$ cat src/rtl/response_misr.sv
// Response compactor: 24-bit Galois MISR that folds masked core responses into a
// signature and compares it against a golden value captured at session start.
//
// state  | meaning
// IDLE   | no session, waiting for START
// RUN    | compacting responses until N_PATTERNS accepted or ABORT
// DONE   | signature final, PASS valid, held until START or RST
module response_misr #(
    parameter int              WIDTH = 24,
    parameter int              CNT_W = 16,
    parameter logic [WIDTH-1:0] SEED = '0
) (
    input  logic             CK,
    input  logic             RST,
    input  logic             START,
    input  logic             ABORT,
    input  logic [CNT_W-1:0] N_PATTERNS,
    input  logic [WIDTH-1:0] GOLDEN,
    input  logic             RESP_VALID,
    input  logic [WIDTH-1:0] RESP,
    input  logic [WIDTH-1:0] MASK,
    output logic             BUSY,
    output logic             DONE,
    output logic             PASS,
    output logic [WIDTH-1:0] SIGNATURE,
    output logic [CNT_W-1:0] COUNT
);

    typedef enum logic [1:0] {
        S_IDLE = 2'd0,
        S_RUN  = 2'd1,
        S_DONE = 2'd2
    } state_t;

    // Feedback taps for x^24+x^23+x^22+x^17+1; bit 0 is the feedback itself.
    localparam logic [WIDTH-1:0] TAPS = WIDTH'(24'hC20001);

    state_t           state_q, state_d;
    logic [WIDTH-1:0] sig_q, sig_d;
    logic [CNT_W-1:0] cnt_q, cnt_d;
    logic [CNT_W-1:0] npat_q, npat_d;
    logic [WIDTH-1:0] gold_q, gold_d;
    logic             pass_q, pass_d;

    logic [WIDTH-1:0] resp_masked;
    logic [WIDTH-1:0] sig_next;
    logic [CNT_W-1:0] cnt_inc;

    always_comb begin
        resp_masked = RESP & ~MASK;
        sig_next    = {sig_q[WIDTH-2:0], 1'b0} ^ resp_masked
                      ^ (sig_q[WIDTH-1] ? TAPS : '0);
        cnt_inc     = cnt_q + CNT_W'(1);
    end

    always_comb begin
        state_d = state_q;
        sig_d   = sig_q;
        cnt_d   = cnt_q;
        npat_d  = npat_q;
        gold_d  = gold_q;
        pass_d  = pass_q;
        case (state_q)
            S_IDLE, S_DONE: begin
                if (START) begin
                    sig_d  = SEED;
                    cnt_d  = '0;
                    npat_d = N_PATTERNS;
                    gold_d = GOLDEN;
                    if (N_PATTERNS == '0) begin
                        state_d = S_DONE;
                        pass_d  = (SEED == GOLDEN);
                    end else begin
                        state_d = S_RUN;
                        pass_d  = 1'b0;
                    end
                end
            end
            S_RUN: begin
                if (ABORT) begin
                    state_d = S_IDLE;
                end else if (RESP_VALID) begin
                    sig_d = sig_next;
                    cnt_d = cnt_inc;
                    if (cnt_inc == npat_q) begin
                        state_d = S_DONE;
                        pass_d  = (sig_next == gold_q);
                    end
                end
            end
            default: state_d = S_IDLE;
        endcase
    end

    always_ff @(posedge CK) begin
        if (RST) begin
            state_q <= S_IDLE;
            sig_q   <= SEED;
            cnt_q   <= '0;
            npat_q  <= '0;
            gold_q  <= '0;
            pass_q  <= 1'b0;
        end else begin
            state_q <= state_d;
            sig_q   <= sig_d;
            cnt_q   <= cnt_d;
            npat_q  <= npat_d;
            gold_q  <= gold_d;
            pass_q  <= pass_d;
        end
    end

    assign BUSY      = (state_q == S_RUN);
    assign DONE      = (state_q == S_DONE);
    assign PASS      = pass_q;
    assign SIGNATURE = sig_q;
    assign COUNT     = cnt_q;

endmodule

$ cat config.mk
export PLATFORM = sky130hd
export DESIGN_NAME = response_misr
export DESIGN_NICKNAME = d
export VERILOG_FILES = /design/src/rtl/response_misr.sv
export SDC_FILE = /design/constraint.sdc
export NUM_CORES = 1
export LEC_CHECK = 0
export BUFFER_PORTS_ARGS = -buffer_cell sky130_fd_sc_hd__buf_2
export CAP_MARGIN = 20
export CELL_PAD_IN_SITES_DETAIL_PLACEMENT = 0
export CELL_PAD_IN_SITES_GLOBAL_PLACEMENT = 2
export CORE_ASPECT_RATIO = 1.75
export CORE_MARGIN = 5
export CORE_UTILIZATION = 29
export CTS_CLUSTER_DIAMETER = 80
export DETAILED_ROUTE_END_ITERATION = 10
export PLACE_DENSITY = 0.9
export SYNTH_ARGS = -nofsm -noshare
export SYNTH_HDL_FRONTEND = slang
export SYNTH_SLANG_ARGS = --single-unit
$ cat constraint.sdc
create_clock -name CK -period 3.2 [get_ports CK]
set_input_delay 0.48 -clock CK [delete_from_list [all_inputs] [get_ports CK]]
set_output_delay 0.48 -clock CK [all_outputs]
set_load 0.02 [all_outputs]
### Word level (Yosys, flattened, before mapping)

Index checks and enable logic that the tools add are counted.

| word-level totals | value |
|---|---|
| latch bits | 0 |
| RAM bits | 0 |
| memories kept | 0 |
| register bits | 83 |
| memory bits (read-only) | 0 |
| output and inout port bits | 43 |
| input bits | 93 |

| cells by class | value |
|---|---|
| multiplexer cells | 21 |
| bitwise logic cells | 4 |
| equality and inequality tests | 10 |
| magnitude comparators | 0 |
| $mul | 0 |
| add/subtract/negate cells | 1 |
| reduce and logical (&&, ||, !) cells | 9 |
| shift operators | 0 |
| div/mod/pow operators | 0 |

Operator list:

| cell | number |
|---|---|
| 24-bit 2-to-1 mux | 4 |
| 16-bit 2-to-1 mux | 3 |
| 24-bit case mux with 2 select lines | 1 |
| 24-bit XOR | 2 |
| 16-bit case mux with 2 select lines | 1 |
| 24-bit bitwise AND | 1 |
| 24-bit == test | 1 |
| 24-bit logical NOT | 1 |
| 24-bit NOT | 1 |
| 16-bit by 1-bit adder with 16-bit output, second input constant | 1 |
| 16-bit == test | 1 |
| 16-bit logical NOT | 1 |
| 2-bit 2-to-1 mux | 5 |
| 2-bit inequality test, second input constant | 3 |
| 1-bit 2-to-1 mux | 5 |
| 5-bit AND reduction | 1 |
| 2-bit case mux with 2 select lines | 1 |
| 4-bit AND reduction | 1 |
| 3-bit by 2-bit inequality test with 1-bit output, second input constant | 1 |
| 3-bit inequality test, second input constant | 1 |
| 3-bit AND reduction | 1 |
| 2-bit by 1-bit == test with 1-bit output, second input constant | 1 |
| 2-bit == test, second input constant | 1 |
| 2-bit logical NOT | 1 |
| other kinds (5) | 5 |

### Longest topological paths before layout

| logic depth | value |
|---|---|
| depth in word-level cells | 9 |
| depth in mapped cells | 10 |

### Worst setup path after synthesis

Ideal clock, no wire load.

| timing | value |
|---|---|
| kind | reg-to-reg |
| start | reg cnt_q[0], in the netlist COUNT[0] |
| end | reg pass_q, in the netlist PASS |
| arrival | 2,282 ps |
| library setup time | 116 ps |
| period minus slack after synthesis | 2,398 ps |
| cell stages (with the launch flop) | 10 |
| path slack | 802 ps |
| data required time | 3,084 ps |
| cells stage by stage | dfxtp_1 -> ha_1 -> buf_6 -> nand3_1 -> or3_1 -> a211oi_2 -> nand4_2 -> nor4b_4 -> a21oi_1 -> o211a_1 |

| on the way | value |
|---|---|
| cells in the longest elaborated chain, start to end | 4 |

RTL lines:

| what | line | text |
|---|---|---|
| from (decl) | 40 | `logic [CNT_W-1:0] cnt_q, cnt_d;` |
| from (signal assigned) | 106 | `cnt_q <= cnt_d;` |
| 16-bit by 1-bit adder with 16-bit output | 53 | `cnt_inc = cnt_q + CNT_W'(1);` |
| 16-bit == test | 85 | `if (cnt_inc == npat_q) begin` |
| 2-bit by 1-bit inequality test with 1-bit output (no line) | - |  |
| 5-bit AND reduction (no line) | - |  |
| to (signal assigned) | 109 | `pass_q <= pass_d;` |
| to (decl) | 43 | `logic pass_q, pass_d;` |

Every way passes these cells.
A chain may end at the register's enable or synchronous reset.

### Final worst setup path

| timing | value |
|---|---|
| start | reg cnt_q[2], in the netlist COUNT[2] |
| end | reg pass_q, in the netlist PASS |

Same word-level chain as after synthesis.

==> results.tsv <==
metric	value	unit
delay-heaviest family, CP	compound AO/OA/AOI/OAI gates	
Hold Fails Final Rpt	0	
Yosys top cell area share	0.368	
sequential-to-total area share from yosys stat	0.368	
crit-path cells	and4_1 -> nand3_2 -> xnor2_1 -> a221o_2 -> a21boi_0 -> a21oi_1 -> o211a_1	
FF+latch count, synth	83	
Ant. Diodes	0	
Post-Synth Adder-Cell Area	0.00499	
Cell Area, Placed	5300	µm²
multi-input logic area	2640	µm²
CTS Buf Count	9	
Residual DRC	0	
Yosys warning count	0	
antenna violations before repair	0	
H-Tree Depth	3	
fillcell total	1674	
power share of the clock group	0.429	
starting density of the core	0.295	
slowest stage cell, crit path	and4_1	
Post-Syn Nets	663	
net switching power	0.675	mW
vias in the first global route	4551	
Worst Path Required	3430	ps
fin cells	875	
endpoints failing setup	0	
R2R cell count	7	
CTS tree	done	
cts hold-fix bufs	0	
Placer Congestion	0.957	
status	finished clean	
main combinational cell family by area after synthesis	simple AND/OR/NAND/NOR gates	
hold depth	3	
Power Total	2.54	mW
library cells used by synthesis	62	
Clock Latency Late Sink	340	ps
synthesized cell area	4510	µm²
register share of total power	0.433	
IO Count	136	
CP Buf/Inv Count	0	
Placed Cells	859	
Power Density	453	nW/µm²
peak supply drop	0.266	mV
ratio of cells with drive above 1 in the final layout	0.248	
Die Y	175	µm
Internal	1.87	mW
DP Wirelength	11900	µm
Clock Tree Buf Depth	2	
synthesized instance count	569	
arrival time worst endpoint	2880	ps
RSZ-0062 raised after global routing	false	
Synth area leader	dfxtp_1	
Pre-antenna DRT Iters	4	
Synth Area in Compound Gates	0.191	
WS Path Type	flop to flop	
setup bufs post-CTS	0	
Die W	104	µm
setup tns final	0	ps
worst-path maximum fanout	11	
Iteration-0 DRC Markers	208	
Final period util	0.830	
die area	18300	µm²
final hold slack	377	ps
Comb pwr share	0.138	
cell depth of the worst setup path	7	
FP Rows	60	
routed vias/inst	5.14	
remaining global-route overflow	0	
Worst-path clk slew	70	ps
XOR/XNOR Fraction of Synth Area	0.118	
Final Critical Period	2660	ps
Root Driver	clkbuf_16	
Fmax achieved	376	MHz
# clock sinks	83	
count of antenna-violating nets left after detailed routing	0	
mux contribution to synthesized area	0.00443	
first-pass GRT wire length	23600	µm
CTS resizes	0	
clk_skew	8.56	ps
Post-synth ARST share	0	
DRT Wirelength	15200	µm
peak per-stage delay on the critical path	550	ps
Area growth syn-to-layout	24.2	%
worst hold-check path type	input pin to flop	
EDFF count, synth	0	
kind of start point of the critical path	flop	
crit end category	flop	
core region area	15300	µm²
wire per inst	17.4	µm
worst-margin pin slew	835	ps
post-route cell area	5610	µm²
Leakage Power	2.29	nW
Top FF cell, synth	dfxtp_1	
GRT Overall Usage	0.163	
PortBufs	135	
MaxCap Viol Count	0	
Synth Area in Simple Gates	0.266	
Avg Inst Size Synth	7.93	µm²
Slew Limit Fails	0	
largest net degree at the start of global routing	44	
routed vias	4497	
fin nets	778	
switching fraction of total power	0.266	
top cells by area, synth	dfxtp_1 37%, xnor2_1 9.3%, nand2_1 8.1%, a21oi_1 7.1%, a22oi_1 3.7%	
register area	1660	µm²
Max transition margin	0.444	
final timing paths:
check / start / to / slack, ps
min: GOLDEN[14] / gold_q[14] / 380
max reg2reg: COUNT[2] / PASS / 540
min reg2reg: gold_q[2] / gold_q[2] / 470
max: COUNT[2] / PASS / 540
power groups by stage:
stage	Combinational (mW)	Sequential, mW	Clock, mW
floorplan	0.211	1.12	0
global placement	0.352	1.12	0
detailed placement	0.355	1.12	0
CTS	0.356	1.10	1.11
global route	0.385	1.10	1.16
finish	0.349	1.10	1.09
Yosys cell counts (5+ instances only):
master    number
and2_1         9
xnor2_1       48
nor3_1         5
nand3_1       10
nand2b_1      22
a21oi_1       64
nor2_1        43
nand2_1       97
o21ai_0       17
nand4_1        9
clkbuf_1      26
nor4_1        15
nor2b_1        8
a211oi_1       5
xor2_1        13
a22oi_1       22
dfxtp_1       83
inv_1          8
placed cells by master (no fill, tap or decap), types with 9 or more instances in the layout:
cell type  instances
a21oi_1           64
a22oi_1           22
and2_1             9
buf_2            135
clkbuf_16          9
dfxtp_1           83
nand2_1           97
nand2b_1          22
nand3_1           10
nand4_1            9
nor2_1            43
nor4_1            15
o21ai_0           17
xnor2_1           48
xor2_1            13
cell families after synthesis:
| logic type | Yosys count |
|---|---|
| buf+inv | 45 |
| mux | 2 |
| compound gates | 136 |
| flops | 83 |
| xor+xnor | 61 |
| fa+ha+maj | 2 |
| simple gates | 240 |
registers in the layout, summed over array words and instances (netlist names):
signal / count
COUNT: 16
state_q: 2
PASS: 1
gold_q: 24
npat_q: 16
SIGNATURE: 24
final cells by class:
type                    instances  share of cell area
flip-flops and latches         83               0.296
multi-input cells             441               0.470
clock buffers                  11              0.0451
well taps                     186              0.0415
clock inverters                 5              0.0105
repair buffers                141               0.131
inverters                       8             0.00536
metal layers:
metal | GRT usage | share of wire | up-vias
met5 | 0 | 0 | -
met4 | 0.0854 | 0.044 | 0
met3 | 0.0270 | 0.041 | 37
met2 | 0.310 | 0.55 | 140
met1 | 0.166 | 0.36 | 2116
li1 | - | - | 2204
through the flow:
stage	worst slack [ps]	utilization
2_1_floorplan	802	-
6_report	543	0.366
3_5_place_dp	603	0.346
3_3_place_gp	690	0.346
5_1_grt	379	0.366
4_1_cts	579	0.366
worst register-to-register path: stages (launching register included):
cell and delay, ps:
dfxtp_1 510, and4_1 550, nand3_2 270, xnor2_1 190, a221o_2 340, a21boi_0 290, a21oi_1 120, o211a_1 270
Power figures use the tool's default switching activity.
